===== config.mk =====
export PLATFORM = sky130hd
export DESIGN_NAME = slot_reels
export DESIGN_NICKNAME = d
export VERILOG_FILES = /design/src/rtl/slot_pkg.sv /design/src/rtl/slot_reel.sv /design/src/rtl/slot_reels.sv
export SDC_FILE = /design/constraint.sdc
export NUM_CORES = 1
export LEC_CHECK = 0
export CORE_ASPECT_RATIO = 0.6
export CORE_MARGIN = 5
export CORE_UTILIZATION = 55
export DETAILED_ROUTE_END_ITERATION = 12
export GPL_ROUTABILITY_DRIVEN = 0
export PLACE_DENSITY = 0.78
export SLEW_MARGIN = 10
export SYNTH_ARGS = -nofsm -noshare
export SYNTH_HDL_FRONTEND = slang
export SYNTH_SLANG_ARGS = --single-unit

===== constraint.sdc =====
create_clock -name clk -period 4.8 [get_ports clk]
set_input_delay 1.44 -clock clk [delete_from_list [all_inputs] [get_ports clk]]
set_output_delay 1.44 -clock clk [all_outputs]
set_load 0.01 [all_outputs]

===== src/rtl/slot_pkg.sv =====
// Shared types and constants for the three-reel symbol generator.
package slot_pkg;

   // Controller states shared by the reel block and the game FSM
   typedef enum logic [1:0] {
      IDLE = 2'd0,
      SPIN = 2'd1,
      SLOW = 2'd2,
      DONE = 2'd3
   } reel_state_t;

   // LFSR seed and feedback taps (bits 16,14,13,11 counted from 1)
   localparam logic [15:0] LFSR_SEED = 16'hACE1;
   localparam logic [15:0] LFSR_TAPS = 16'hB400;

   // Default reel geometry
   localparam int DEF_NUM_SYMBOLS = 8;
   localparam int DEF_SYM_W       = 3;

   // Remaining-step counters hold at most 8+65+8+65+8 = 154
   localparam int CNT_W = 8;

   // Advance a left-shifting Fibonacci LFSR by one step
   function automatic logic [15:0] lfsrNext(input logic [15:0] cur);
      return {cur[14:0], ^(cur & LFSR_TAPS)};
   endfunction

endpackage


===== src/rtl/slot_reel.sv =====
// One reel: symbol register with wrap, remaining-step counter and stopped flag.
// While the counter is zero the reel free-runs on every step (fast spin);
// once loaded with a nonzero count it stops itself after that many steps.
module slot_reel
   import slot_pkg::*;
#(
   parameter int NUM_SYMBOLS = DEF_NUM_SYMBOLS,
   parameter int SYM_W       = DEF_SYM_W
)
(
   input  logic             clk,
   input  logic             reset,
   input  logic             step,
   input  logic             load,
   input  logic [CNT_W-1:0] load_count,
   output logic [SYM_W-1:0] sym,
   output logic             stopped
);

   localparam logic [SYM_W-1:0] LAST_SYM = SYM_W'(NUM_SYMBOLS - 1);

   logic [SYM_W-1:0] r_sym;
   logic [CNT_W-1:0] r_count;
   logic             r_stopped;
   logic [SYM_W-1:0] w_symNext;

   // Next symbol with explicit wrap so non power-of-two reels work
   always_comb begin
      w_symNext = r_sym + SYM_W'(1);
      if (r_sym == LAST_SYM) begin
         w_symNext = '0;
      end
   end

   // Symbol, countdown and stopped flag; the flag rises on the final advance
   always_ff @(posedge clk) begin
      if (reset) begin
         r_sym     <= '0;
         r_count   <= '0;
         r_stopped <= 1'b1;
      end else if (load) begin
         r_count   <= load_count;
         r_stopped <= 1'b0;
      end else if (step) begin
         r_sym <= w_symNext;
         if (r_count != '0) begin
            r_count <= r_count - CNT_W'(1);
            if (r_count == CNT_W'(1)) begin
               r_stopped <= 1'b1;
            end
         end
      end
   end

   assign sym     = r_sym;
   assign stopped = r_stopped;

endmodule


===== src/rtl/slot_reels.sv =====
// Three-reel symbol generator feeding the slot-machine game FSM.
// Spins all reels fast, then on a stop request slows them and lets each
// reel run a pseudo-random number of extra steps (reel 1 first, reel 3
// last), pulses done and reports whether all three symbols agree.
module slot_reels
   import slot_pkg::*;
#(
   parameter int NUM_SYMBOLS = DEF_NUM_SYMBOLS,
   parameter int SYM_W       = DEF_SYM_W,
   parameter int FAST_DIV    = 2,
   parameter int SLOW_DIV    = 4,
   parameter int STOP_GAP    = 2
)
(
   input  logic             clk,
   input  logic             reset,
   input  logic             spin,
   input  logic             stop_req,
   output logic [SYM_W-1:0] c1,
   output logic [SYM_W-1:0] c2,
   output logic [SYM_W-1:0] c3,
   output logic             spinning,
   output logic [2:0]       reel_stopped,
   output logic             done,
   output logic             match
);

   localparam int PSC_W = 16;
   localparam logic [PSC_W-1:0] FAST_LAST = PSC_W'(FAST_DIV - 1);
   localparam logic [PSC_W-1:0] SLOW_LAST = PSC_W'(SLOW_DIV - 1);
   localparam logic [CNT_W-1:0] GAP_STEP  = CNT_W'(STOP_GAP + 1);

   reel_state_t      r_state;
   reel_state_t      w_nextState;
   logic [15:0]      r_lfsr;
   logic [PSC_W-1:0] r_psc;
   logic             r_spinning;
   logic             r_done;
   logic             r_match;

   logic             w_spinAccept;
   logic             w_stopAccept;
   logic             w_fastTick;
   logic             w_slowTick;
   logic             w_finish;
   logic [2:0]       w_stopped;
   logic [2:0]       w_step;
   logic             w_load;
   logic [CNT_W-1:0] w_cnt1;
   logic [CNT_W-1:0] w_cnt2;
   logic [CNT_W-1:0] w_cnt3;
   logic [CNT_W-1:0] w_load1;
   logic [CNT_W-1:0] w_load2;
   logic [CNT_W-1:0] w_load3;
   logic [SYM_W-1:0] w_sym1;
   logic [SYM_W-1:0] w_sym2;
   logic [SYM_W-1:0] w_sym3;

   // Decode accepted commands and prescaler ticks; a stop request wins over
   // a fast tick so the reels never advance on the cycle the spin ends
   always_comb begin
      w_spinAccept = (r_state == IDLE) && spin;
      w_stopAccept = (r_state == SPIN) && stop_req;
      w_fastTick   = (r_state == SPIN) && !stop_req && (r_psc == FAST_LAST);
      w_slowTick   = (r_state == SLOW) && (r_psc == SLOW_LAST);
      w_finish     = (r_state == SLOW) && w_stopped[2];
      w_load       = w_spinAccept || w_stopAccept;
      w_step[0]    = w_fastTick || (w_slowTick && !w_stopped[0]);
      w_step[1]    = w_fastTick || (w_slowTick && !w_stopped[1]);
      w_step[2]    = w_fastTick || (w_slowTick && !w_stopped[2]);
   end

   // Stop distances from the live LFSR; each later reel needs strictly more steps
   always_comb begin
      w_cnt1  = CNT_W'(1) + CNT_W'(r_lfsr[2:0]);
      w_cnt2  = w_cnt1 + GAP_STEP + CNT_W'(r_lfsr[5:3]);
      w_cnt3  = w_cnt2 + GAP_STEP + CNT_W'(r_lfsr[8:6]);
      w_load1 = w_stopAccept ? w_cnt1 : '0;
      w_load2 = w_stopAccept ? w_cnt2 : '0;
      w_load3 = w_stopAccept ? w_cnt3 : '0;
   end

   // State register
   always_ff @(posedge clk) begin
      if (reset) begin
         r_state <= IDLE;
      end else begin
         r_state <= w_nextState;
      end
   end

   // Next state; DONE follows once reel 3 reports stopped
   always_comb begin
      w_nextState = r_state;
      case (r_state)
         IDLE:    if (spin)      w_nextState = SPIN;
         SPIN:    if (stop_req)  w_nextState = SLOW;
         SLOW:    if (w_finish)  w_nextState = DONE;
         DONE:                   w_nextState = IDLE;
         default:                w_nextState = IDLE;
      endcase
   end

   // Free-running LFSR, shifts every cycle regardless of state
   always_ff @(posedge clk) begin
      if (reset) begin
         r_lfsr <= LFSR_SEED;
      end else begin
         r_lfsr <= lfsrNext(r_lfsr);
      end
   end

   // Shared prescaler; restarts at zero on every spin and stop acceptance
   always_ff @(posedge clk) begin
      if (reset) begin
         r_psc <= '0;
      end else begin
         case (r_state)
            SPIN:    r_psc <= (stop_req || r_psc == FAST_LAST) ? '0 : r_psc + PSC_W'(1);
            SLOW:    r_psc <= (r_psc == SLOW_LAST) ? '0 : r_psc + PSC_W'(1);
            default: r_psc <= '0;
         endcase
      end
   end

   // Status outputs; match is taken from the settled symbols and held until the next spin
   always_ff @(posedge clk) begin
      if (reset) begin
         r_spinning <= 1'b0;
         r_done     <= 1'b0;
         r_match    <= 1'b0;
      end else begin
         r_done <= w_finish;
         if (w_spinAccept) begin
            r_spinning <= 1'b1;
            r_match    <= 1'b0;
         end else if (w_finish) begin
            r_spinning <= 1'b0;
            r_match    <= (w_sym1 == w_sym2) && (w_sym2 == w_sym3);
         end
      end
   end

   slot_reel #(.NUM_SYMBOLS(NUM_SYMBOLS), .SYM_W(SYM_W)) uReel1 (
      .clk(clk), .reset(reset), .step(w_step[0]), .load(w_load),
      .load_count(w_load1), .sym(w_sym1), .stopped(w_stopped[0])
   );

   slot_reel #(.NUM_SYMBOLS(NUM_SYMBOLS), .SYM_W(SYM_W)) uReel2 (
      .clk(clk), .reset(reset), .step(w_step[1]), .load(w_load),
      .load_count(w_load2), .sym(w_sym2), .stopped(w_stopped[1])
   );

   slot_reel #(.NUM_SYMBOLS(NUM_SYMBOLS), .SYM_W(SYM_W)) uReel3 (
      .clk(clk), .reset(reset), .step(w_step[2]), .load(w_load),
      .load_count(w_load3), .sym(w_sym3), .stopped(w_stopped[2])
   );

   assign c1           = w_sym1;
   assign c2           = w_sym2;
   assign c3           = w_sym3;
   assign spinning     = r_spinning;
   assign reel_stopped = w_stopped;
   assign done         = r_done;
   assign match        = r_match;

endmodule


# Word-level counts from Yosys, hierarchy flattened
# Index checks and enable logic that the tools add are counted.
[op_classes]
n_addsub = 12
eq_ne = 16
mux = 36
n_bitwise = 1
n_reduce_logical = 45
[ops]
columns = ["op", "count"]
rows = [
  ["two-way mux 8 bit", 10],
  ["two-way mux 16 bit", 2],
  ["one-hot mux 16 bit (2 select lines)", 1],
  ["equality test 8 x 1 -> 1 bit (second input constant)", 3],
  ["nonzero test 8 bit", 3],
  ["subtractor 8 x 1 -> 8 bit (second input constant)", 3],
  ["nonzero test 2 bit", 10],
  ["adder 16 x 1 -> 16 bit (second input constant)", 1],
  ["equality test 16 x 1 -> 1 bit (second input constant)", 1],
  ["equality test 16 x 2 -> 1 bit (second input constant)", 1],
  ["XOR reduction 16 bit", 1],
  ["two-way mux 1 bit", 14],
  ["AND reduction 2 bit", 6],
  ["AND reduction 3 bit", 4],
  ["logical AND 1 bit", 10],
  ["adder 3 x 1 -> 3 bit (second input constant)", 3],
  ["equality test 3 bit (second input constant)", 3],
  ["two-way mux 3 bit", 3],
  ["adder 7 x 3 -> 8 bit", 1],
  ["one-hot mux 2 bit (4 select lines)", 1],
  ["adder 6 x 2 -> 7 bit (second input constant)", 1],
  ["adder 5 x 3 -> 6 bit", 1],
  ["equality test 3 bit", 2],
  ["two-way mux 2 bit", 3],
  ["12 further kinds", 22],
]
[word_totals]
reg_bits = 73
output_inout_bits = 15

# Longest topological paths before layout
[logic_depth]
word_depth = 7
depth_mapped = 14
ltp_nobuf = 14

# Modules after synthesis
# A second synthesis with hierarchy kept.
[hier_totals]
hier_cells = 485
hier_area_um2 = 4339.2
[modules_own_cells]
columns = ["module", "instances", "cells_per_inst", "area_each_um2", "seq_area_each_um2"]
rows = [
  ["slot_reel", 3, 86, 745.7, 240.2],
  ["slot_reels", 1, 227, 2102.0, 740.7],
]

# Least setup slack after synthesis
# OpenSTA, ideal clock, no wires.
[synth_path]
path_kind = "reg2reg"
start = "register r_lfsr[0]"
end = "register uReel3.r_count[3]"
setup_ns = 0.115
t_arrival_ns = 2.996
setup_slack_ns = 1.689
stages_incl_launch_ff = 13
n_path_buf = 0
period_less_slack_ns = 3.111
cell_sequence = "dfxtp_1 ha_1 inv_1 ha_1 inv_1 ha_1 fa_1 ha_1 fa_1 xor2_1 nand2_1 a21boi_0 a2111oi_0"
[synth_via]
elab_chain_len = 7
[synth_lines]
columns = ["element", "line_no", "source"]
rows = [
  ["start, declared", "slot_reels.sv:35", "logic [15:0] r_lfsr;"],
  ["start signal, assigned", "slot_reels.sv:109", "r_lfsr <= lfsrNext(r_lfsr);"],
  ["adder 1 x 3 -> 4 bit", "slot_reels.sv:75", "w_cnt1 = CNT_W'(1) + CNT_W'(r_lfsr[2:0]);"],
  ["adder 4 x 2 -> 5 bit", "slot_reels.sv:76", "w_cnt2 = w_cnt1 + GAP_STEP + CNT_W'(r_lfsr[5:3]);"],
  ["adder 5 x 3 -> 6 bit", "slot_reels.sv:76", ""],
  ["adder 6 x 2 -> 7 bit", "slot_reels.sv:77", "w_cnt3 = w_cnt2 + GAP_STEP + CNT_W'(r_lfsr[8:6]);"],
  ["adder 7 x 3 -> 8 bit", "slot_reels.sv:77", ""],
  ["two-way mux 8 bit", "slot_reels.sv:80", "w_load3 = w_stopAccept ? w_cnt3 : '0;"],
  ["two-way mux 8 bit", "slot_reel.sv:41", "end else if (load) begin"],
  ["end signal, assigned", "slot_reel.sv:42", "r_count <= load_count;"],
  ["end signal, assigned", "slot_reel.sv:47", "r_count <= r_count - CNT_W'(1);"],
  ["end, declared", "slot_reel.sv:23", "logic [CNT_W-1:0] r_count;"],
]
# Every way passes these cells.
# A chain may end at the register's enable or synchronous reset.

# Worst setup path after layout
[layout_path]
start = "input port stop_req"
end = "register uReel2.r_sym[1] (netlist: uReel2.sym[1])"
[layout_via]
elab_chain_len = 5
[layout_lines]
columns = ["element", "line_no", "source"]
rows = [
  ["start, declared", "slot_reels.sv:18", "input logic stop_req,"],
  ["logical NOT 1 bit", "slot_reels.sv:64", "w_fastTick = (r_state == SPIN) && !stop_req && (r_psc == FAST_LAST);"],
  ["logical AND 1 bit (2 in a row)", "slot_reels.sv:64", ""],
  ["logical OR 1 bit", "slot_reels.sv:69", "w_step[1] = w_fastTick || (w_slowTick && !w_stopped[1]);"],
  ["AND reduction 2 bit (no source line) (*)", "-", ""],
  ["end signal, assigned", "slot_reel.sv:45", "r_sym <= w_symNext;"],
  ["end, declared", "slot_reel.sv:22", "logic [SYM_W-1:0] r_sym;"],
]
# Every way passes the cells marked *; elsewhere a longest branch is shown, timed or not.

==> results_dict.tcl <==
set metrics [dict create \
    nFillCells 564 \
    clk_pin_slew_ns 0.05 \
    fin_crit_ns 3.592 \
    synth_edf_count 0 \
    synthCells 435 \
    drt_pass1_iterations 4 \
    grt_max_degree 44 \
    drive_gt1_frac 0.06813 \
    ys_ff_latch 73 \
    grt_pass1_vias 3150 \
    crit_type "input port to register" \
    grtUsageMet2 0.3258 \
    die_x_um 117.7 \
    r2r_slack_ns 1.23 \
    rows 23 \
    grt_pass1_wl_mm 14.72 \
    seq_area_um2 1461 \
    worst_slew_pin_slew_ns 0.9265 \
    synth_top_area_frac 0.3819 \
    holdPathEnd "r_lfsr[15]" \
    synth_nets 472 \
    ys_seq_area_frac 0.3819 \
    status "finished, final reports clean" \
    multi_input_area_um2 2160 \
    final_max_slew_viol_count 0 \
    dieArea_um2 8779 \
    cp_max_fo 15 \
    period_share 0.7483 \
    clock_latency_ns 0.34 \
    dpl.hpwl_mm 6.210 \
    synth_cell_types 61 \
    grtUsageTotal 0.2107 \
    leakage_nw 1.745 \
    synth_area_leaders "dfxtp_1 38%, ha_1 10%, nor2_1 4.7%, a21oi_1 3.5%, xnor2_1 3.4%" \
    rsz0062_at_grt "false" \
    cts_root_buf "clkbuf_16" \
    max_cap_viol_count 0 \
    powerDensity_nw_per_um2 511.0 \
    grt_util_met1 0.2788 \
    grt_busiest_layer "met2" \
    drc_errors 0 \
    grt_overflow 0 \
    num_vias 3148 \
    fin_tns_setup_ns 0 \
    final_nets 487 \
    use_met3 0.06915 \
    cp.arrival_ns 3.86 \
    setup_violations 0 \
    ios 19 \
    die_h_um 74.61 \
    cts_tree "done" \
    clock_sinks 73 \
    timing.slew.headroom 0.3758 \
    vias_per_cell 5.808 \
    coreArea_um2 6705 \
    fin_hold_ws_ns 0.4071 \
    syn_area_um2 3826 \
    dpl_worst_slack_ns 0.9607 \
    required_ns 5.07 \
    finalHoldViolations 0 \
    post_cts_buffers 0 \
    synth.avg_cell_area_um2 8.796 \
    synth_top_area_cell "dfxtp_1" \
    initial_utilization 0.5706 \
    drt_wl_total_mm 8.584 \
    worstHoldPathType "register to register" \
    portBuffers 18 \
    clockBufferDepth 2 \
    skew_ns 0.004080 \
    cp-startpoint "stop_req" \
    timing.rr.start "r_lfsr[0]" \
    ctsResizeCount 0 \
    antenna_left 0 \
    rr_worst_depth 12 \
    yosysWarnings 0 \
    numCtsBuffers 9 \
    syn2layout_area_growth_pct 12.92 \
    postCtsHoldBufs 0 \
    fmaxAchievable_mhz 278.4 \
    hold_depth 1 \
    drt_iter0_markers 305 \
    worstSetupEndpointType "register" \
    wire_per_inst_um 15.84 \
    min_from "r_lfsr[14]" \
    final_util 0.6443 \
    crit_path_start_kind "input port" \
    reg2reg_to "uReel3.r_count[3]" \
    synthArstFlopShare 0 \
    htreeDepth 3 \
    antenna_found_initial 0 \
    peakVddDrop_v 0.0003350 \
    insertedDiodeCount 0 \
    synthFlopType "dfxtp_1" \
    worst_slack_ns 1.208 \
]
==> routing by layer <==
layer	vias to the layer above	wire, µm
met5	-	0
met4	0	127
met3	13	700
met2	82	3723
met1	1484	4033
li1	1569	-
==> critical path, cell delays in order <==
cell	delay [ns]
clkdlybuf4s50_1	0.46
and2_1	0.35
nor2_1	0.70
nand3_1	0.31
or3b_1	0.44
a21oi_1	0.14
==> flip-flops by register name (all words and copies together) (netlist names) <==
register and cells:
r_lfsr 16, r_psc 16, uReel1.r_count 8, uReel2.r_count 8
uReel3.r_count 8, uReel1.sym 3, uReel2.sym 3, uReel3.sym 3
r_state 2, done 1, match 1, spinning 1
uReel1.stopped 1, uReel2.stopped 1, uReel3.stopped 1
==> power by group <==
part           total (mW)  internal [mW]  switching, mW  leakage [nW]
Sequential          0.765          0.686         0.0787         0.597
Clock               0.606          0.364          0.242         0.131
Combinational       0.837          0.365          0.472          1.02
Total                2.21           1.42          0.792          1.74
==> placed cells by master (no fill, tap or decap), types with 7 or more instances in the layout <==
cell type / instances
nand2_1: 23
nor2_1: 48
dfxtp_1: 73
o21ai_0: 11
inv_1: 30
nand3_1: 15
ha_1: 31
xor2_1: 11
nand4_1: 10
or2_2: 7
mux2i_1: 7
or3_1: 12
clkbuf_16: 9
nor3_1: 10
a21oi_1: 27
nor4_1: 8
xnor2_1: 15
clkdlybuf4s50_1: 18
==> through the flow <==
| stage | power, mW | area (µm²) | cells |
|---|---|---|---|
| after floorplan | 1.401 | 3826 | 435 |
| after global placement | 1.556 | 4053 | 526 |
| after detailed placement | 1.591 | 4053 | 526 |
| after CTS | 2.203 | 4320 | 542 |
| after global routing | 2.352 | 4320 | 542 |
| final | 2.208 | 4320 | 542 |
==> cell type report <==
cell class	count	share of cell area
well taps	87	0.02520
flip-flops and latches	73	0.3383
clock buffers	14	0.05879
clock inverters	2	0.003186
multi-input cells	314	0.4999
repair buffers	22	0.04865
inverters	30	0.02606
==> worst max path at each step <==
stage | endpoint | slack [ns] | depth (start not counted)
final | uReel2.sym[1] | 1.21 | 6
after global routing | uReel3.r_count[3] | 1.04 | 12
after CTS | uReel3.r_count[3] | 1.23 | 12
after floorplan | uReel3.r_count[3] | 1.69 | 12
after detailed placement | uReel3.sym[1] | 0.96 | 6
after global placement | uReel2.sym[1] | 1.07 | 6
==> cell usage after synthesis, drive strengths merged, types with 6 or more instances <==
master  count
or3        12
xor2       11
or2         8
clkbuf     10
nor3       10
a21oi      27
nand2      23
o21ai      12
nor4        8
xnor2      15
ha         31
nand4      10
nor2       48
nor2b       6
dfxtp      73
buf         8
inv        30
nand3      16
mux2i       7
==> logic make-up (layout without fill, tap and decap cells) <==
logic type	after synthesis	count (layout)	share of synthesized area
simple gates	167	167	0.2292
compound gates	80	80	0.1396
flops	73	73	0.3819
buf+inv	48	68	0.05363
fa+ha+maj	33	33	0.1118
xor+xnor	27	27	0.06540
mux	7	7	0.01831
(Power assumes the default switching activity.)
